--- src/rtl/seq_pkg.sv ---
// Shared FSM encodings for the serial frame transmitter and the sequence detectors.
package seq_pkg;

  localparam int STATE_W = 2;

  typedef enum logic [STATE_W-1:0] {
    IDLE  = 2'b00,
    SHIFT = 2'b01,
    DONE  = 2'b10
  } state_t;

endpackage

--- src/rtl/seq_tx_if.sv ---
// Frame request / serial output bundle between a controller and seq_tx.
interface seq_tx_if
  import seq_pkg::*;
#(
  parameter int WIDTH = 8,
  parameter int LEN_W = 4
);

  logic               start;
  logic               abort;
  logic [WIDTH-1:0]   pattern;
  logic [LEN_W-1:0]   len;
  logic               w;
  logic               w_valid;
  logic               busy;
  logic               done;
  logic [STATE_W-1:0] state;

  modport master (
    output start, abort, pattern, len,
    input  w, w_valid, busy, done, state
  );

  modport slave (
    input  start, abort, pattern, len,
    output w, w_valid, busy, done, state
  );

endinterface

--- src/rtl/seq_tx_piso_shift.sv ---
// Parallel-in/serial-out register with a saturating bit counter.
module piso_shift #(
  parameter int WIDTH = 8,
  parameter int LEN_W = 4
) (
  input  logic             clk,
  input  logic             reset,
  input  logic             load,
  input  logic             shift,
  input  logic [WIDTH-1:0] din,
  input  logic [LEN_W-1:0] len,
  output logic             dout,
  output logic             last
);

  if (LEN_W < $clog2(WIDTH) + 1) begin : g_len_w_check
    $error("LEN_W too small for WIDTH");
  end

  logic [WIDTH-1:0] sr;
  logic [LEN_W-1:0] cnt;

  // Load frame (length clamped to WIDTH) or shift out MSB-first with zero fill.
  always_ff @(posedge clk or negedge reset) begin
    if (!reset) begin
      sr  <= '0;
      cnt <= '0;
    end else if (load) begin
      sr  <= din;
      cnt <= (len > LEN_W'(WIDTH)) ? LEN_W'(WIDTH) : len;
    end else if (shift) begin
      sr <= {sr[WIDTH-2:0], 1'b0};
      if (cnt != '0) begin
        cnt <= cnt - LEN_W'(1);
      end
    end
  end

  assign dout = sr[WIDTH-1];
  assign last = (cnt == LEN_W'(1));

endmodule

--- src/rtl/seq_tx.sv ---
// Serial frame transmitter: FSM and output decode around piso_shift.
module seq_tx
  import seq_pkg::*;
#(
  parameter int WIDTH = 8,
  parameter int LEN_W = 4
) (
  input  logic    clk,
  input  logic    reset,
  seq_tx_if.slave bus
);

  state_t state, state_nx;
  logic   load, shift, dout, last;

  piso_shift #(
    .WIDTH (WIDTH),
    .LEN_W (LEN_W)
  ) u_piso (
    .clk   (clk),
    .reset (reset),
    .load  (load),
    .shift (shift),
    .din   (bus.pattern),
    .len   (bus.len),
    .dout  (dout),
    .last  (last)
  );

  // State register.
  always_ff @(posedge clk or negedge reset) begin
    if (!reset) begin
      state <= IDLE;
    end else begin
      state <= state_nx;
    end
  end

  // Next-state and output decode; outputs depend on state only so reset clears them at once.
  always_comb begin
    state_nx    = IDLE;
    load        = 1'b0;
    shift       = 1'b0;
    bus.w       = 1'b0;
    bus.w_valid = 1'b0;
    bus.busy    = 1'b0;
    bus.done    = 1'b0;
    unique case (state)
      IDLE: begin
        if (bus.start && (bus.len != '0)) begin
          load     = 1'b1;
          state_nx = SHIFT;
        end
      end
      SHIFT: begin
        bus.w       = dout;
        bus.w_valid = 1'b1;
        bus.busy    = 1'b1;
        shift       = 1'b1;
        if (bus.abort) begin
          state_nx = IDLE;
        end else if (last) begin
          state_nx = DONE;
        end else begin
          state_nx = SHIFT;
        end
      end
      DONE: begin
        bus.busy = 1'b1;
        bus.done = 1'b1;
      end
      default: state_nx = IDLE;
    endcase
  end

  assign bus.state = state;

endmodule
--- src/flat_wrapper.sv ---
// flat-port wrapper written by rule: the top's interface ports become plain ports
module seq_tx_flat import seq_pkg::*;
#(
  parameter int WIDTH = 8,
  parameter int LEN_W = 4
)
  (clk, reset, bus_start, bus_abort, bus_pattern, bus_len, bus_w, bus_w_valid, bus_busy, bus_done, bus_state);
  seq_tx_if #(.WIDTH(WIDTH), .LEN_W(LEN_W)) bus_i ();
  input  logic clk;
  input  logic reset;
  input wire logic [$bits(bus_i.start)-1:0] bus_start;
  input wire logic [$bits(bus_i.abort)-1:0] bus_abort;
  input wire logic [$bits(bus_i.pattern)-1:0] bus_pattern;
  input wire logic [$bits(bus_i.len)-1:0] bus_len;
  output wire logic [$bits(bus_i.w)-1:0] bus_w;
  output wire logic [$bits(bus_i.w_valid)-1:0] bus_w_valid;
  output wire logic [$bits(bus_i.busy)-1:0] bus_busy;
  output wire logic [$bits(bus_i.done)-1:0] bus_done;
  output wire logic [$bits(bus_i.state)-1:0] bus_state;
  assign bus_i.start = bus_start;
  assign bus_i.abort = bus_abort;
  assign bus_i.pattern = bus_pattern;
  assign bus_i.len = bus_len;
  assign bus_w = bus_i.w;
  assign bus_w_valid = bus_i.w_valid;
  assign bus_busy = bus_i.busy;
  assign bus_done = bus_i.done;
  assign bus_state = bus_i.state;
  seq_tx #(.WIDTH(WIDTH), .LEN_W(LEN_W)) u_core (.clk(clk), .reset(reset), .bus(bus_i));
endmodule
--- config.mk ---
export PLATFORM = sky130hd
export DESIGN_NAME = seq_tx_flat
export DESIGN_NICKNAME = d
export VERILOG_FILES = /design/src/rtl/seq_pkg.sv /design/src/rtl/seq_tx_if.sv /design/src/rtl/seq_tx_piso_shift.sv /design/src/rtl/seq_tx.sv /design/src/flat_wrapper.sv
export SDC_FILE = /design/constraint.sdc
export NUM_CORES = 1
export LEC_CHECK = 0
export ABC_AREA = 1
export CAP_MARGIN = 20
export CORE_MARGIN = 1
export CORE_UTILIZATION = 47
export DETAILED_ROUTE_END_ITERATION = 16
export HOLD_SLACK_MARGIN = 0.06
export PLACE_DENSITY = 0.73
export SLEW_MARGIN = 20
export SYNTH_ARGS = -nofsm -noshare
export SYNTH_HDL_FRONTEND = slang
export SYNTH_SLANG_ARGS = --single-unit
--- constraint.sdc ---
create_clock -name clk -period 1.4 [get_ports clk]
set_input_delay 0.14 -clock clk [delete_from_list [all_inputs] [get_ports clk]]
set_output_delay 0.14 -clock clk [all_outputs]
set_load 0.02 [all_outputs]
==> results of run 1 <==
[through the flow]
step	instance area [µm²]	setup slack (ns)	power, W	TNS (ns)
CTS	1180	0.00510	0.00215	0
global route	1180	-0.00301	0.00234	-0.00476
detailed placement	1150	-0.0399	0.00187	-0.0634
finish	1180	0.0743	0.00215	0
floorplan	877	0.0182	0.00152	0
global placement	1150	-0.0132	0.00184	-0.0132
[report_power, final]
part	internal [W]	switching, W	leakage [nW]
Combinational	0.000481	0.000675	0.438
Sequential	0.000584	0.000112	0.175
Clock	0.000159	0.000138	0.0210
[timing repair]
action | in CTS | in global routing
endpoints found under the setup margin | 6 | 14
buffers inserted | 0 | 1
pin swaps | 0 | 1
resized for setup | 15 | 6
[cells in the mapped netlist, drive strengths merged]
library cell,n,area share [%]
nand3,34,20
nand2,30,15
dfrtp,14,41
inv,14,6.1
ha,6,8.7
nor2,5,2.7
buf,4,4.1
o21ai,2,1.2
or2,1,0.72
xor2,1,1.0
[layer usage]
layer / routed length [µm] / GRT usage, %
met1: 813 / 27.4
met2: 896 / 34.7
met3: 83 / 2.40
met4: 42 / 12.7
met5: 0 / 0
[cells by family (layout without fill, tap and decap cells)]
family	after synthesis	count (layout)	synth area share, %
buffers and inverters	18	49	10.1
flip-flops	14	14	40.5
adder cells (fa/ha/maj)	6	6	8.68
AO/OA/AOI/OAI	2	2	1.16
XOR/XNOR	1	1	1.01
AND/OR/NAND/NOR	70	70	38.5
[sequential cells by signal, summed over array words and instances, names as in the netlist]
| register | count |
|---|---|
| u_core.bus.state | 2 |
| u_core.u_piso.sr | 8 |
| u_core.u_piso.cnt | 4 |
[cell type report]
class / count / share of cell area, %
Clock buffer: 4 / 3.08
Multi-Input combinational cell: 79 / 37.5
Inverter: 14 / 4.68
Tap cell: 25 / 2.66
Timing Repair Buffer: 31 / 22.3
Sequential cell: 14 / 29.8
[critical path, cell delays in order (launching register included)]
cell	delay [ns]
dfrtp_1	0.38
buf_4	0.14
ha_4	0.16
nand2_1	0.05
inv_1	0.03
buf_2	0.14
[path summary, 6_finish.rpt]
| check | startpoint | slack, ns | cells past startpoint | to |
|---|---|---|---|---|
| worst max register to register | u_core.bus.state[1] | 0.10 | 8 | u_core.u_piso.sr[7] |
| max in group asynchronous | reset | 1.06 | 2 | u_core.bus.state[0] |
| min in group clk | bus_pattern[0] | 0.40 | 3 | u_core.u_piso.sr[0] |
| worst min register to register | u_core.u_piso.sr[0] | 0.51 | 2 | u_core.u_piso.sr[0] |
| worst min-delay path | reset | 0.16 | 2 | u_core.u_piso.sr[7] |
| worst max-delay path | u_core.bus.state[0] | 0.07 | 5 | bus_w |
==> out/results.txt, run 1 <==
Hold buffer count at CTS: 0
Worst-Margin Slew: 0.203 ns
Area growth, synth to finish: 36.2%
Sequential area share after synthesis: 40.5%
DR pass1 iterations: 4
# fillers: 159
Die height: 44.9 µm
Nets: 165
Crit end category: output pin
Vias per inst: 4.96
Pin count of the biggest net entering global routing: 15
CTS tree: yes
Initial Util: 50.1%
IO Port Bufs: 21
Placed insts: 162
First-pass GRT wire length: 3050 µm
Total number of vias: 829
Slew margin rel.: 86.5%
Min Tclk post-route: 1.33 ns
H-tree Lvls: 1
Vias in the first global route: 721
Status: complete, no violations
Worst skew pair latency: 0.29 ns
Synth cell types: 16
Max Root-Sink Buffers: 2
WL/cell: 11.0 µm
Worst VDD drop: 1080 µV
Gate count after technology mapping: 111
Layout cells sized above 1: 20.4%
Crit path required time: 1.26 ns
Hold Crit Class: input port to async pin
Initial antenna violation count: 0
Die width: 44.9 µm
Most common cell after layout, fill and taps aside: nand3_1
Number of hold violations in the final report: 0
Part of the cycle the worst path needs: 94.7%
HPWL Detailed: 1310 µm
Post-synth net total: 133
# IOs: 22
GRT overflow: 0
Final core utilization: 68.2%
Std-Cell Rows: 15
Hold_ws: 0.164 ns
Footprint of the multi-input gates: 442 µm²
Lkg Pwr: 0.635 nW
Total wire length: 1840 µm
Most frequent cells in the layout: nand3_1, nand2_1, clkdlybuf4s50_1, dfrtp_1, inv_1
Number of max-cap violations: 0
Syn Area/Cell: 7.79 µm²
CTS root buffer: clkbuf_4
Final setup vio count: 0
Initial DRC Count: 20
Post-Layout Cell Count: 167
DRC violations left: 0
# clock sinks: 14
Post-Syn Area: 865 µm²
Final Max Slew Viols: 0
Clock buffer count from CTS: 3
Worst Path Arrival: 1.19 ns
Gpl congestion: 0.829
Max frequency: 0.754 GHz
Reg clk slew, reported paths: 0.09 ns
Clk_skew: 0.00452 ns
CP Class: flip-flop to output pin
Core Area: 1730 µm²
Power per standard cell area: 1820 nW/µm²
# diodes: 0
Total GRT Usage: 21.3%
Synthesized flop and latch total: 14
CP Max Fanout: 4
Critical path launch point type: flip-flop
Synth Warn #: 0
Register area: 350 µm²
Total Die Area: 2020 µm²
Routed Antenna Nets: 0
No activity file was read; power rests on OpenSTA's default activity.
==> inputs of run 2 (changes only) <==
--- a/config.mk
+++ b/config.mk
@@ -6,12 +6,12 @@
 export NUM_CORES = 1
 export LEC_CHECK = 0
 export ABC_AREA = 1
-export CAP_MARGIN = 20
 export CORE_MARGIN = 1
 export CORE_UTILIZATION = 47
 export DETAILED_ROUTE_END_ITERATION = 16
 export HOLD_SLACK_MARGIN = 0.06
 export PLACE_DENSITY = 0.73
+export RECOVER_POWER = 100
 export SLEW_MARGIN = 20
 export SYNTH_ARGS = -nofsm -noshare
 export SYNTH_HDL_FRONTEND = slang
==> run 2 against run 1 <==
  * Maximum frequency is essentially flat
  * Combinational power about the same
  * Die area unchanged
==> out/results.txt, run 2 (synthesis results as in run 1) <==
Status: complete, no violations (unchanged)
# diodes: 0 (unchanged)
Hold Crit Class: input port to flip-flop (was input port to async pin)
WL/cell: 11.0 µm (about the same)
Total Die Area: 2020 µm² (unchanged)
Power per standard cell area: 1830 nW/µm² (was 1820 nW/µm²)
Number of hold violations in the final report: 0 (unchanged)
Std-Cell Rows: 15 (unchanged)
Top reg by flops: u_core.u_piso.sr (unchanged)
Number of max-cap violations: 0 (unchanged)
Most frequent cells in the layout: nand3_1, nand2_1, clkdlybuf4s50_1, dfrtp_1, inv_1 (unchanged)
Lkg Pwr: 0.627 nW (was 0.635 nW)
Setup_tns: 0 ns (unchanged)
First-pass GRT wire length: 3050 µm (unchanged)
Power consumption: 0.00214 W (was 0.00215 W)
# IOs: 22 (unchanged)
Crit path required time: 1.26 ns (about the same)
Crit path largest cell delay: 0.38 ns (about the same)
Vias per inst: 4.97 (was 4.96)
Routed Antenna Nets: 0 (unchanged)
CP Max Fanout: 4 (unchanged)
Worst path cell trace: buf_4 -> ha_4 -> nand2_1 -> inv_1 -> buf_2 (unchanged)
Initial Util: 50.1% (unchanged)
Worst VDD drop: 1070 µV (was 1080 µV)
GRT overflow: 0 (unchanged)
Final worst slack: 0.0743 ns (about the same)
IO Port Bufs: 21 (unchanged)
Hold buffer count at CTS: 0 (unchanged)
Clock buffer count from CTS: 3 (unchanged)
Core Area: 1730 µm² (unchanged)
Gpl congestion: 0.829 (unchanged)
H-tree Lvls: 1 (unchanged)
Critical-path top delay cell: dfrtp_1 (unchanged)
DRC violations left: 0 (unchanged)
Final Max Slew Viols: 0 (unchanged)
DR pass1 iterations: 4 (unchanged)
Initial antenna violation count: 0 (unchanged)
Die width: 44.9 µm (unchanged)
Reg clk slew, reported paths: 0.09 ns (about the same)
Max frequency: 0.754 GHz (about the same)
Slew margin rel.: 46.5% (was 86.5%)
Place WS: -0.0399 ns (unchanged)
Die height: 44.9 µm (unchanged)
HPWL Detailed: 1310 µm (unchanged)
Pin count of the biggest net entering global routing: 15 (unchanged)
Max Root-Sink Buffers: 2 (unchanged)
Worst-Margin Slew: 0.803 ns (was 0.203 ns)
Min Tclk post-route: 1.33 ns (about the same)
CTS tree: yes (unchanged)
CP Class: flip-flop to output pin (unchanged)
Max FFs per register: 8 (unchanged)
Vias in the first global route: 721 (unchanged)
Final setup vio count: 0 (unchanged)
Placed insts: 162 (unchanged)
Most common cell after layout, fill and taps aside: nand3_1 (unchanged)
Nets: 165 (unchanged)
Crit end category: output pin (unchanged)
Total wire length: 1830 µm (was 1840 µm)
Clk_skew: 0.00452 ns (unchanged)
Total GRT Usage: 21.3% (unchanged)
Worst Path Arrival: 1.19 ns (about the same)
Part of the cycle the worst path needs: 94.7% (about the same)
Biggest regs: u_core.u_piso.sr x8, u_core.u_piso.cnt x4, u_core.bus.state x2 (unchanged)
Total number of vias: 830 (was 829)
Critical path launch point type: flip-flop (unchanged)
Post-Layout Cell Count: 167 (unchanged)
# clock sinks: 14 (unchanged)
CTS root buffer: clkbuf_4 (unchanged)
Worst skew pair latency: 0.29 ns (about the same)
# fillers: 161 (was 159)
Area growth, synth to finish: 35.6% (was 36.2%)
Initial DRC Count: 20 (unchanged)
Layout cells sized above 1: 19.0% (was 20.4%)
-- run 2: per-stage QoR --
stage | instance area, µm² | util, % | hold WS (ns)
after floorplan | 877 | - | -0.156
after global placement | 1150 | 66.7 | 0.470
after detailed placement | 1150 | 66.7 | 0.483
after CTS | 1180 | 68.5 | 0.161
after global routing | 1170 | 67.9 | 0.441
final | 1170 | 67.9 | 0.405
-- run 2: layer usage --
layer	track usage (%)	wire, µm	vias up
met5	0	0	-
met4	12.7	42	0
met3	2.40	82	5
met2	34.7	894	27
met1	27.4	813	381
li1	-	-	417
-- run 2: final timing paths --
check                      cells after the start           startpoint                   to  slack (ns)
min in group asynchronous                      2                reset  u_core.u_piso.sr[7]        0.45
max in group asynchronous                      2                reset  u_core.bus.state[0]        0.45
max                                            5  u_core.bus.state[0]                bus_w        0.07
max reg2reg                                    8  u_core.bus.state[1]  u_core.u_piso.sr[7]        0.11
min reg2reg                                    2  u_core.u_piso.sr[0]  u_core.u_piso.sr[0]        0.51
min                                            3       bus_pattern[0]  u_core.u_piso.sr[0]        0.40
-- run 2: area by class of cell --
| cell class | instances | area, µm² | share of cell area, % |
|---|---|---|---|
| multi-input cells | 79 | 442 | 37.7 |
| flip-flops and latches | 14 | 350 | 29.9 |
| repair buffers | 31 | 258 | 22.0 |
| inverters | 14 | 55.1 | 4.70 |
| clock buffers | 4 | 36.3 | 3.09 |
| well taps | 25 | 31.3 | 2.67 |
-- run 2: timing repair --
item | CTS | global route
pin swaps | 0 | 1
setup endpoints to repair | 6 | 14
resized for setup | 15 | 6
setup buffers | 0 | 1
-- run 2: power by group --
| group | total, W | switching, W | internal [W] |
|---|---|---|---|
| registers | 0.000695 | 0.000112 | 0.000583 |
| clock network | 0.000296 | 0.000138 | 0.000159 |
| logic | 0.00115 | 0.000675 | 0.000476 |
| total | 0.00214 | 0.000924 | 0.00122 |
-- run 2: worst max-delay path: cells and delay by family, from the launching register on --
family	cells	cell delay, ns
fa+ha+maj	1	0.16
buf+inv	3	0.31
simple gates	1	0.05
flops	1	0.38
